**src/rtl/alula.sv**
```systemverilog
// Two-stage 4-bit ALU: registered operands feed a ripple-carry adder whose
// sum and carry-out are registered again, giving a fixed two-edge latency.
module alula (
   input  logic       CLK,
   input  logic       RST,
   input  logic [3:0] a,
   input  logic [3:0] b,
   input  logic       s0,
   input  logic       s1,
   input  logic       cin,
   output logic [3:0] d,
   output logic       cout
);

   localparam int unsigned W = 4;

   logic [W-1:0] a_d, a_q;
   logic [W-1:0] b_d, b_q;
   logic [1:0]   sel_d, sel_q;
   logic         cin_d, cin_q;
   logic [W-1:0] d_d, d_q;
   logic         cout_d, cout_q;

   logic [W-1:0] y;
   logic [W-1:0] g;
   logic [W-1:0] p;
   logic         carry;

   // Input stage capture
   always_comb begin
      a_d   = a;
      b_d   = b;
      sel_d = {s0, s1};
      cin_d = cin;
   end

   // Operand mux and generate/propagate ripple adder
   always_comb begin
      y      = b_q;
      g      = '0;
      p      = '0;
      carry  = cin_q;
      d_d    = '0;
      cout_d = 1'b0;
      case (sel_q)
         2'b00:   y = b_q;
         2'b01:   y = ~b_q;
         2'b10:   y = '0;
         default: y = '1;
      endcase
      g = a_q & y;
      p = a_q ^ y;
      for (int i = 0; i < int'(W); i++) begin
         d_d[i] = p[i] ^ carry;
         carry  = g[i] | (p[i] & carry);
      end
      cout_d = carry;
   end

   // Both stages clear together so an in-flight result is dropped on reset
   always_ff @(posedge CLK) begin
      if (RST) begin
         a_q    <= '0;
         b_q    <= '0;
         sel_q  <= '0;
         cin_q  <= 1'b0;
         d_q    <= '0;
         cout_q <= 1'b0;
      end else begin
         a_q    <= a_d;
         b_q    <= b_d;
         sel_q  <= sel_d;
         cin_q  <= cin_d;
         d_q    <= d_d;
         cout_q <= cout_d;
      end
   end

   assign d    = d_q;
   assign cout = cout_q;

endmodule

```
**config.mk**
```make
export PLATFORM = sky130hd
export DESIGN_NAME = alula
export DESIGN_NICKNAME = d
export VERILOG_FILES = /design/src/rtl/alula.sv
export SDC_FILE = /design/constraint.sdc
export NUM_CORES = 1
export LEC_CHECK = 0
export ABC_AREA = 1
export ABC_CLOCK_PERIOD_IN_PS = 3700
export CORE_MARGIN = 8
export CORE_UTILIZATION = 45
export DETAILED_ROUTE_END_ITERATION = 10
export PLACE_DENSITY = 0.76
export SLEW_MARGIN = 20
export SYNTH_ARGS = -nofsm -noshare
export SYNTH_HDL_FRONTEND = slang
export SYNTH_SLANG_ARGS = --single-unit
```
**constraint.sdc**
```tcl
create_clock -name CLK -period 3.7 [get_ports CLK]
set_clock_uncertainty 0.1 [all_clocks]
set_input_delay 0.74 -clock CLK [delete_from_list [all_inputs] [get_ports CLK]]
set_output_delay 0.74 -clock CLK [all_outputs]
set_load 0.02 [all_outputs]
```
; Word-level counts from Yosys, hierarchy flattened
; Cells that the tools add are included.
[word_totals]
elab_cells = 25
output_inout_bits = 5
register_bits = 16
in_bits = 13
[op_classes]
bitwise_logic = 15
n_reduce_logical = 1
eq_ne = 2
n_mux = 1
[op_table]
columns = cell, n
row1 = one-hot mux 4 bit (3 select lines), 1
row2 = bitwise AND 1 bit, 4
row3 = bitwise AND 4 bit, 1
row4 = NOT 4 bit, 1
row5 = bitwise OR 1 bit, 4
row6 = bitwise XOR 1 bit, 4
row7 = bitwise XOR 4 bit, 1
row8 = "equality test 2 x 1 -> 1 bit, second input constant", 1
row9 = "equality test 2 bit, second input constant", 1
row10 = logical NOT 2 bit, 1

; Longest topological paths before layout
[logic_depth]
ltp_word = 11
ltp_mapped = 11

; Worst setup path after synthesis
; No wires, ideal clock.
[synth_path]
path_type = register to register
start = register sel_q[0]
end = register d_q[3], in the netlist d[3]
path_stages_with_launch = 12
slack_ps = 1418
n_path_buf = 0
arrival_ps = 2071
period_less_slack_ps = 2282
cell_sequence = dfxtp_1 > nor2_1 > nand2_1 > nand3_1 > fa_1 > inv_1 > fa_1 > fa_1 > inv_1 > fa_1 > inv_1 > nor2_1
[synth_via]
elab_chain_cells = 10
[synth_rtl]
columns = element, line
row1 = "start, declared", 19  ; logic [1:0] sel_d, sel_q;
row2 = "start signal, assigned", 72  ; sel_q <= sel_d;
row3 = equality test 2 bit (tied with other cells), 45  ; case (sel_q)
row4 = one-hot mux 4 bit (3 select lines) (*), 45
row5 = bitwise XOR 4 bit, 52  ; p = a_q ^ y;
row6 = bitwise AND 1 bit, 55  ; carry = g[i] | (p[i] & carry);
row7 = bitwise OR 1 bit, 55
row8 = bitwise AND 1 bit, 55
row9 = bitwise OR 1 bit, 55
row10 = bitwise AND 1 bit, 55
row11 = bitwise OR 1 bit, 55
row12 = bitwise XOR 1 bit (*), 54  ; d_d[i] = p[i] ^ carry;
row13 = via d_d[3], 21  ; logic [W-1:0] d_d, d_q;
row14 = "end signal, assigned", 67  ; d_q <= '0;
row15 = "end signal, assigned", 74  ; d_q <= d_d;
row16 = "end, declared", 21
; Mark *: on every way through the listed nets, which the timed path passes. The rest lies on a longest branch.
; A chain may end at the register's enable or synchronous reset.

; Worst setup path in the final report
; Same ends and word-level chain as after synthesis.

==> reports/qor.csv <==
stage,metric,value,unit
worst_setup_path,timing_worst_setup_path_type,register to register,
clocking,clkTransAtPathRegs,0.09,ns
worst_setup_path,worstPathRequired,3.76,ns
global_route,grt_use_total,0.08543,
worst_setup_path,cp-startpoint,sel_q[0]$_SDFF_PP0_,
clocking,post_cts_resized,0,
floorplanning,dieArea,0.002867,sq mm
worst_setup_path,end_kind,register,
placement,place_congestion,0.7397,
layout,fillers,107,
global_route,grt_overflow,0,
timing,rsz0062_at_grt,no,
timing,slew_violations,0,
logic_synthesis,syn_inst,73,
logic_synthesis,synth_cell_types,10,
detailed_routing,route.detailed.drc,0,
detailed_routing,ant_nets,0,
timing,setup_tns,0,ns
clocking,cts_made_buffers,3,
global_route,grt_pass1_wl,1.807,mm
power,power_density,434.8,mW/mm^2
layout,final_util,0.6353,
power,ir_drop,223.5,uV
global_route,grt_max_degree,17,
floorplanning,initial_core_util,0.4815,
layout,syn_to_final_growth,31.95,%
detailed_routing,first_pass_iters,2,
placement,post-dp-hpwl,787.7,um
layout,antennaDiodeCount,0,
floorplanning,die_h,53.55,um
worst_setup_path,worst_setup_path_start_kind,register,
timing,setup-violations-final,0,
clocking,cts_setup_buffers,0,
job,drv_cap,0,
detailed_routing,wl_per_cell,9.019,um
detailed_routing,viasPerCell,4.308,
clocking,cts_tree,built,
clocking,clk_path_buf_depth,2,
power,leakage,0.4095,nW
timing,max-slew-margin-rel,0.6509,
logic_synthesis,mappedNetlistArea,634.4,sq um
status,outcome,finished clean,
logic_synthesis,yosysSeqAreaShare,0.5049,
floorplanning,ios,18,
worst_setup_path,critPathMaxFanout,7,
worst_setup_path,reg2reg_from,sel_q[0]$_SDFF_PP0_,
clocking,clk_latency,0.28,ns
logic_synthesis,synth_nets,90,
floorplanning,placement_rows,13,
layout,design.final.nets,110,
timing,tightest_slew,0.5220,ns
global_route,grt_pass1_vias,491,
power,power,0.0003639,W
min_path,hold_path.class,register to register,
layout,drive_above_1_share,0.05435,
placement,io_buffers,17,
timing,min_period,2.466,ns
placement,place_area,800.8,sq um
detailed_routing,vias,461,
timing,finalCritPeriodShare,0.6665,
logic_synthesis,ys_ff_latch,16,
clocking,cts_sinks,16,
global_route,antenna_found_initial,0,
floorplanning,coreArea,0.001318,sq mm
logic_synthesis,synth_area_per_cell,8.690,sq um
layout,fin_cells,107,
layout,design_area,837.1,sq um
placement,dp_cells,103,
clocking,cts_hold_buf,0,
timing,fmax,405.5,MHz
detailed_routing,drtIter0Drc,1,
clocking,cts.root.buffer_cell,clkbuf_4,
clocking,htreeDepth,1,
worst_setup_path,arrival,2.52,ns
timing,hold_viol,0,
min_path,min_from,a_q[2]$_SDFF_PP0_,
floorplanning,dieWidth,53.55,um
detailed_routing,finalWirelength,965,um
logic_synthesis,yosys_warnings,0,
-- cell usage after synthesis --
cell type | number | area share
or2_1 | 2 | 0.020
nand3_1 | 4 | 0.032
buf_6 | 2 | 0.036
nor2_1 | 17 | 0.10
inv_1 | 20 | 0.12
nand2_1 | 5 | 0.030
nand2_2 | 1 | 0.0099
nand3b_1 | 2 | 0.024
fa_1 | 4 | 0.13
dfxtp_1 | 16 | 0.50
-- power breakdown --
part	total (W)	internal (W)	switching (W)	leakage (nW)
registers	0.000190	0.000185	0.00000528	0.133
clock network	0.000110	0.0000599	0.0000505	0.0210
logic	0.0000632	0.0000339	0.0000292	0.255
total	0.000364	0.000279	0.0000850	0.409
-- stage by stage --
step / hold slack, ns / setup slack, ns
5_1_grt: 0.5552 / 1.038
6_report: 0.5069 / 1.234
2_1_floorplan: 0.4835 / 1.418
3_5_place_dp: 0.4979 / 1.245
4_1_cts: 0.5127 / 1.213
3_3_place_gp: 0.5116 / 1.321
-- final timing paths --
check,endpoint,slack [ns],cells after the start
hold reg to reg,d[2]$_SDFF_PP0_,0.51,3
setup / recovery,d[3]$_SDFF_PP0_,1.23,11
setup reg to reg,d[3]$_SDFF_PP0_,1.23,11
hold / removal,d[2]$_SDFF_PP0_,0.51,3
-- metal layers --
layer,vias up,track usage,part of all wire
li1,242,-,-
met1,205,0.08654,0.39
met2,14,0.1465,0.52
met3,0,0.05785,0.089
met4,0,0.01261,0
met5,-,0,0
-- critical path: stages (launching register included) --
cell and delay (ns):
dfxtp_1 0.38, nor2_1 0.18, nand2_1 0.07, nand3_1 0.10
fa_1 0.16, inv_1 0.05, fa_1 0.37, fa_1 0.37
inv_1 0.07, fa_1 0.40, inv_1 0.06, nor2_1 0.03
-- cell type report --
class | instances | area, sq um | area share
inverter | 20 | 75.07 | 0.08969
clock buffer | 4 | 36.28 | 0.04335
multi-input combinational | 35 | 216.5 | 0.2586
tap | 15 | 18.77 | 0.02242
sequential | 16 | 320.3 | 0.3827
timing repair buffer | 17 | 170.2 | 0.2033
-- state kept, by name (all words and copies together) (netlist names) --
| register | flops |
|---|---|
| sel_q | 2 |
| cout | 1 |
| d | 4 |
| a_q | 4 |
| b_q | 4 |
| cin_q | 1 |
-- cell families after synthesis --
group	share of synthesized area
and+or+nand+nor	0.2150
adders and majority gates	0.1262
buffers and inverters	0.1538
DFF	0.5049
-- cells in the final DEF (no fill, tap or decap), drive strengths merged --
master         Yosys  final
clkbuf             0      4
clkdlybuf4s50      0     17
dfxtp             16     16
fa                 4      4
inv               20     20
nand2              6      6
nand3              4      4
nand3b             2      2
nor2              17     17
or2                2      2
Power figures use the tool's default switching activity.
